File: src/rtl/vga_chk_pkg.sv
// Shared constants, FSM state type and the CRC-16-CCITT step function
// used by the VGA frame checker.
package vga_chk_pkg;

  localparam logic [15:0] CRC_POLY  = 16'h1021;
  localparam logic [15:0] CRC_INIT  = 16'hFFFF;
  localparam int          CRC_MAX_W = 48;

  typedef enum logic {
    WAIT_SYNC = 1'b0,
    FRAME     = 1'b1
  } chk_state_t;

  // Feeds the low 'width' bits of data into the CRC, most significant bit first.
  function automatic logic [15:0] crc16_step(input logic [15:0] crc,
                                             input logic [CRC_MAX_W-1:0] data,
                                             input int width);
    logic [15:0] c;
    logic        fb;
    c = crc;
    for (int i = CRC_MAX_W - 1; i >= 0; i--) begin
      if (i < width) begin
        fb = c[15] ^ data[i];
        c  = {c[14:0], 1'b0} ^ (fb ? CRC_POLY : 16'h0000);
      end
    end
    return c;
  endfunction

endpackage

File: src/rtl/vga_crc16_acc.sv
// Registered CRC-16 accumulator; 'init' restarts from CRC_INIT and, when 'en'
// is also set, the same cycle's data word is folded into the fresh value.
module vga_crc16_acc
  import vga_chk_pkg::*;
#(
  parameter int DATA_W = 12
) (
  input  logic              clk,
  input  logic              rst,
  input  logic              init,
  input  logic              en,
  input  logic [DATA_W-1:0] data,
  output logic [15:0]       crc
);

  logic [15:0]          base;
  logic [CRC_MAX_W-1:0] data_ext;

  assign base     = init ? CRC_INIT : crc;
  assign data_ext = CRC_MAX_W'(data);

  always_ff @(posedge clk) begin
    if (rst) begin
      crc <= CRC_INIT;
    end else if (en) begin
      crc <= crc16_step(base, data_ext, DATA_W);
    end else if (init) begin
      crc <= CRC_INIT;
    end
  end

endmodule

File: config.mk
export PLATFORM = sky130hd
export DESIGN_NAME = vga_crc16_acc
export DESIGN_NICKNAME = d
export VERILOG_FILES = /design/src/rtl/vga_chk_pkg.sv /design/src/rtl/vga_crc16_acc.sv
export SDC_FILE = /design/constraint.sdc
export NUM_CORES = 1
export LEC_CHECK = 0
export CORE_ASPECT_RATIO = 0.75
export CORE_MARGIN = 2
export CORE_UTILIZATION = 35
export DETAILED_ROUTE_END_ITERATION = 12
export GPL_TIMING_DRIVEN = 0
export MAX_ROUTING_LAYER = met4
export PLACE_DENSITY = 0.69
export SYNTH_ARGS = -nofsm -noshare
export SYNTH_HDL_FRONTEND = slang
export SYNTH_SLANG_ARGS = --single-unit
export TNS_END_PERCENT = 20
File: constraint.sdc
create_clock -name clk -period 5.25 [get_ports clk]
set_input_delay 0.7875 -clock clk [delete_from_list [all_inputs] [get_ports clk]]
set_output_delay 0.7875 -clock clk [all_outputs]
set_load 0.005 [all_outputs]
# [Word-level counts from Yosys, hierarchy flattened]
# Cells that the tools add are included.
[totals] regBits=16 latch_bits=0 ramBits=0 rom_bits=0 inputBits=16 out_inout_bits=16 wordCells=61 memories=0
[op_classes] add_sub_neg=0 n_mul=0 n_div=0 n_lt_le_gt_ge=0 n_eq_ne=0 n_shift=0 n_mux=36 bitwise=24 reduce_logical=0
[op_table] op="two-way mux 16 bit" count=24
[op_table] op="bitwise XOR 16 x 13 -> 16 bit" count=12
[op_table] op="two-way mux 13 bit" count=12
[op_table] op="bitwise XOR 1 bit" count=12

# [Depth between registers and ports, before layout]
[depth] ltp_word=60 mapped_depth=7 ltp_nobuf=5

# [Worst setup path after synthesis]
# No wires, ideal clock.
[synth_timing] path_type="input -> register" from="in data[8]" to="reg crc[5]" setup_time_ns=0.120 t_arrival_ns=2.109 required_time_ns=5.130 slack_ns=3.021 cell_stages=6 path_buffers=1 cell_sequence="buf_2 > xor2_1 > and3_1 > or2_1 > xnor3_1 > a211o_1"
[synth_via] elab_chain_len=32
[synth_rtl] item="start: declaration" line="vga_crc16_acc.sv:12" text="input logic [DATA_W-1:0] data,"
[synth_rtl] item="bitwise XOR 1 bit" line="vga_chk_pkg.sv:23" text="fb = c[15] ^ data[i];"
[synth_rtl] item="two-way mux 13 bit" line="vga_chk_pkg.sv:24" text="c = {c[14:0], 1'b0} ^ (fb ? CRC_POLY : 16'h0000);"
[synth_rtl] item="bitwise XOR 16 x 13 -> 16 bit" line="vga_chk_pkg.sv:24"
[synth_rtl] item="two-way mux 16 bit" line="vga_crc16_acc.sv:25" text="end else if (en) begin"
[synth_rtl] item="two-way mux 16 bit" line="vga_crc16_acc.sv:23" text="if (rst) begin"
[synth_rtl] item="bitwise XOR 16 x 13 -> 16 bit" line="vga_chk_pkg.sv:24"
[synth_rtl] item="two-way mux 16 bit" line="vga_crc16_acc.sv:25"
[synth_rtl] item="two-way mux 16 bit" line="vga_crc16_acc.sv:23"
[synth_rtl] item="[... 16 more ...]"
[synth_rtl] item="two-way mux 16 bit" line="vga_crc16_acc.sv:23"
[synth_rtl] item="bitwise XOR 16 x 13 -> 16 bit" line="vga_chk_pkg.sv:24"
[synth_rtl] item="two-way mux 16 bit" line="vga_crc16_acc.sv:25"
[synth_rtl] item="two-way mux 16 bit" line="vga_crc16_acc.sv:23"
[synth_rtl] item="bitwise XOR 1 bit" line="vga_chk_pkg.sv:23"
[synth_rtl] item="two-way mux 13 bit" line="vga_chk_pkg.sv:24"
[synth_rtl] item="bitwise XOR 16 x 13 -> 16 bit" line="vga_chk_pkg.sv:24"
[synth_rtl] item="two-way mux 16 bit" line="vga_crc16_acc.sv:25"
[synth_rtl] item="end signal: assignment" line="vga_crc16_acc.sv:26" text="crc <= crc16_step(base, data_ext, DATA_W);"
[synth_rtl] item="end: declaration" line="vga_crc16_acc.sv:13" text="output logic [15:0] crc"
# No other way between the ends. The select of a mux whose other input is x is not followed.
# A chain may end at the register's enable or synchronous reset.

# [Final worst setup path]
[layout_timing] from="in data[11]" to="reg crc[12]"
[layout_via] elab_chain_len=39 elab_cells_between_ends=41 classes_between="26 x mux; 15 x bitwise"
[layout_rtl] item="bitwise XOR 1 bit (*)" line="vga_chk_pkg.sv:23"
[layout_rtl] item="two-way mux 13 bit (*)" line="vga_chk_pkg.sv:24"
[layout_rtl] item="bitwise XOR 16 x 13 -> 16 bit (*)" line="vga_chk_pkg.sv:24"
[layout_rtl] item="two-way mux 16 bit (*)" line="vga_crc16_acc.sv:25"
[layout_rtl] item="two-way mux 16 bit (*)" line="vga_crc16_acc.sv:23"
[layout_rtl] item="bitwise XOR 16 x 13 -> 16 bit (*)" line="vga_chk_pkg.sv:24"
[layout_rtl] item="two-way mux 16 bit (*)" line="vga_crc16_acc.sv:25"
[layout_rtl] item="two-way mux 16 bit (*)" line="vga_crc16_acc.sv:23"
[layout_rtl] item="[... 23 more ...]"
[layout_rtl] item="bitwise XOR 16 x 13 -> 16 bit (*)" line="vga_chk_pkg.sv:24"
[layout_rtl] item="two-way mux 16 bit (*)" line="vga_crc16_acc.sv:25"
[layout_rtl] item="two-way mux 16 bit (*)" line="vga_crc16_acc.sv:23"
[layout_rtl] item="bitwise XOR 16 x 13 -> 16 bit (*)" line="vga_chk_pkg.sv:24"
[layout_rtl] item="two-way mux 16 bit (*)" line="vga_crc16_acc.sv:25"
[layout_rtl] item="two-way mux 16 bit (*)" line="vga_crc16_acc.sv:23"
[layout_rtl] item="bitwise XOR 16 x 13 -> 16 bit (*)" line="vga_chk_pkg.sv:24"
[layout_rtl] item="two-way mux 16 bit (*)" line="vga_crc16_acc.sv:25"
# Mark *: on every way between the ends. The rest lies on a longest branch, timed or not. The select of a mux whose other input is x is not followed.

==> impl_summary.txt <==
----------------------------------------------------
[Worst setup path]
  Worst endpoint data arrival time ... 2.74 ns
  CP Data Required Time ... 5.39 ns
  Endpoint type of the worst setup path ... register
  Logic depth of the worst register-to-register path ... 5
  Type of the worst setup path ... input pin to register
  Maximum cell stage delay along the critical path ... 0.56 ns
  Worst path cell trace ... clkdlybuf4s50_1 -> xnor2_1 -> or3_4 -> a211o_1 -> a2111oi_4 -> nor3_1
  Slowest cell on crit path ... sky130_fd_sc_hd__clkdlybuf4s50_1
  Highest fanout seen on the critical path ... 3
  Startpoint type of the worst setup path ... input pin
  Crit Reg-Reg Endpoint ... crc[12]$_SDFF_PP1_
  Crit Reg-Reg Startpoint ... crc[15]$_SDFF_PP1_
  R2r setup slk ... 3.35 ns

[Placement]
  RD Place Congestion ... 0.7944
  Count of input and output buffers ... 29
  Half-perimeter wire length of the detailed placement result ... 2.355 mm

[Logic synthesis]
  Most area-hungry cell type in the Yosys netlist ... sky130_fd_sc_hd__dfxtp_1
  Flip-flop and latch count after synthesis ... 16
  Sequential share of the synthesized area ... between 20% and 30%
  Count of yosys warnings during synthesis ... 0
  Top cell type's share of synthesized area ... 25.57%
  Dominant cells by area after synthesis ... sky130_fd_sc_hd__dfxtp_1 (26%), sky130_fd_sc_hd__xnor2_1 (19%), sky130_fd_sc_hd__xnor3_1 (13%)
  Ranking of synthesized cells by instance count ... sky130_fd_sc_hd__xnor2_1 (27), sky130_fd_sc_hd__nor2_1 (24), sky130_fd_sc_hd__dfxtp_1 (16)
  Library cell with the highest instance count after synthesis ... sky130_fd_sc_hd__xnor2_1
  Predominant post-synthesis flop cell ... sky130_fd_sc_hd__dfxtp_1
  Count of mapped cells out of synthesis ... 143
  Share of async-settable or async-resettable flops after synthesis ... 0%
  Netlist cell types ... 31
  Post-synth design cell area ... between 1000 and 1500 um^2
  Post-Syn Nets ... 159
  EDFF count, synth ... 0
  Avg Cell Area, Syn ... 8.758 um^2

[STA]
  Hold Slack ... 0.5709 ns
  Final-report hold violation count ... 0
  Slew headroom ... 65.91%
  Clock period minus final worst setup slack ... 2.600 ns
  Final-report setup violation count ... 0
  Unrepaired setup endpoints after global routing ... false
  Share of the clock period used by the worst path ... 49.53%
  Layout Skew ... 0.006277 ns
  Setup TNS ... 0 ns
  Highest Clock Rate ... 384.6 MHz
  Actual transition at the worst max-transition pin ... 0.5113 ns
  Final Slew Violations ... 0

[Floorplanning]
  Die area ... 4078 um^2
  Initial Util ... 37.32%
  Number of core rows ... 18
  Core footprint ... around 3400 um^2
  Ports placed on the boundary ... 32
  Die width ... between 70 and 80 um
  Vertical extent of the die ... 55.81 um

[Drt]
  Number of vias after detailed routing ... approximately 1100
  DR WL/cell ... 14.76 um
  Number of search-and-repair iterations in the first detailed-routing pass ... 4
  Drt via density ... 5.153
  Total routed wirelength ... 3.173 mm
  ANT nets after route ... 0
  Post-route DRC ... 0
  Iteration-0 DRC Markers ... 60

[Finish]
  Fraction of layout cells with a size suffix above 1 ... a little over 10%
  Largest reg by FF count ... crc
  Largest register FFs ... 16
  Layout overhead on the synthesized area ... 30.47%
  Fill cell total of the finished layout ... about 320
  Antenna diodes ... 0
  Final #Nets ... 193
  Leading registers by flop count ... crc x16

[Clocking]
  Clock-pin slew of the registers on the worst-case setup and hold paths ... roughly 0.070 ns
  CTS Buffer Depth ... 2
  Number of gates resized after cts ... 0
  Hold-fix buffers, CTS ... 0
  Sink count of the clock tree ... 16
  Later-pin clock latency in the skew report ... 0.26 ns
  Master cell of the clock root buffer ... sky130_fd_sc_hd__clkbuf_8
  Clock tree from TritonCTS ... done
  Number of buffers inserted to repair setup after CTS ... 0
  CTS Buf Count ... 3
  H-tree levels ... 1

[GRT]
  Number of global-route vias before repair ... 1019
  Maximum number of pins on one net before global-route repair ... 11
  Wire length of the first global-routing pass ... 5.078 mm
  GRT overflow ... 0
  GRT Total Usage ... between 15 and 20%
  Antenna violations before repair ... 0

[Power]
  Worst-case vdd ir drop ... 142.8 uV
  Cell leakage power ... 0.0006164 uW
  Areal power density over the cells ... between 300 and 400 nW/um^2

[Worst hold path]
  Class of the most critical hold timing path ... register to register
  Min-Delay Endpoint ... crc[14]$_SDFF_PP1_
  Hold Path Origin ... crc[14]$_SDFF_PP1_
  Hold Path Cell Cnt ... 2

[Status]
  Run status ... finished clean

[Job]
  Number of maximum-capacitance constraint violations ... 0

----------------------------------------------------
-- layout make-up --
type	instances	area, um^2	area share, %
plain buffers	9	56.30	3.446
clock buffers	3	41.29	2.527
inverters	3	11.26	0.6891
multi-input cells	115	864.6	52.91
flip-flops and latches	16	320.3	19.60
well taps	40	50.05	3.063
repair buffers	29	290.3	17.76
-- per-layer routing --
metal	vias to the layer above	global-route usage [%]	part of all wire (%)
li1	545	-	-
met1	513	23.31	50
met2	44	24.07	42
met3	6	3.804	5.7
met4	0	5.556	1.3
met5	-	-	0
-- cell usage in the layout (no fill, tap or decap), types with 2 or more instances in the layout --
master	instances
sky130_fd_sc_hd__o21ai_0	5
sky130_fd_sc_hd__xnor2_1	27
sky130_fd_sc_hd__inv_1	3
sky130_fd_sc_hd__xnor3_1	7
sky130_fd_sc_hd__clkbuf_1	2
sky130_fd_sc_hd__or2_2	6
sky130_fd_sc_hd__clkbuf_8	3
sky130_fd_sc_hd__dfxtp_1	16
sky130_fd_sc_hd__a211o_1	2
sky130_fd_sc_hd__clkdlybuf4s50_1	29
sky130_fd_sc_hd__xor2_1	5
sky130_fd_sc_hd__or2_1	3
sky130_fd_sc_hd__o211ai_1	2
sky130_fd_sc_hd__nor3_1	9
sky130_fd_sc_hd__a21oi_1	12
sky130_fd_sc_hd__buf_2	3
sky130_fd_sc_hd__buf_4	2
sky130_fd_sc_hd__nor2_1	24
-- critical path, delay by kind of cell --
kind	cells	cell delay, ns
compound gates	2	0.74
xor+xnor	1	0.15
buf+inv	1	0.56
simple gates	2	0.49
-- worst max path at each step --
stage / startpoint / endpoint / slack (ns) / cells after the start
CTS: data[11] / crc[12]$_SDFF_PP1_ / 2.68 / 6
global route: data[11] / crc[12]$_SDFF_PP1_ / 2.63 / 6
global placement: data[11] / crc[12]$_SDFF_PP1_ / 2.45 / 6
finish: data[11] / crc[12]$_SDFF_PP1_ / 2.65 / 6
detailed placement: data[11] / crc[12]$_SDFF_PP1_ / 2.40 / 6
floorplan: data[8] / crc[5]$_SDFF_PP1_ / 3.02 / 6
-- per-stage QoR --
| step | util, % | instances | instance area, um^2 | setup WS (ns) | total power [uW] |
|---|---|---|---|---|---|
| finish | 48.70 | 215 | 1634 | 2.650 | 544.1 |
| floorplan | - | 143 | 1252 | 3.021 | 360.5 |
| global placement | 47.46 | 212 | 1593 | 2.447 | 445.1 |
| global route | 48.70 | 215 | 1634 | 2.632 | 580.9 |
| CTS | 48.70 | 215 | 1634 | 2.677 | 546.1 |
| detailed placement | 47.46 | 212 | 1593 | 2.405 | 447.9 |
-- power by group --
group          switching (uW)  internal (uW)  total, uW
sequential               23.2            143        167
clock                    45.6           51.0       96.6
combinational             115            166        281
-- kinds of logic after synthesis --
| group | Yosys count | synth area share [%] |
|---|---|---|
| and+or+nand+nor | 51 | 20.28 |
| xor gates and xnor gates | 39 | 34.97 |
| AOI/OAI and AO/OA | 24 | 12.99 |
| DFF | 16 | 25.57 |
| buffers and inverters | 12 | 5.394 |
| muxes | 1 | 0.7992 |
No activity file was read; power rests on OpenSTA's default activity.
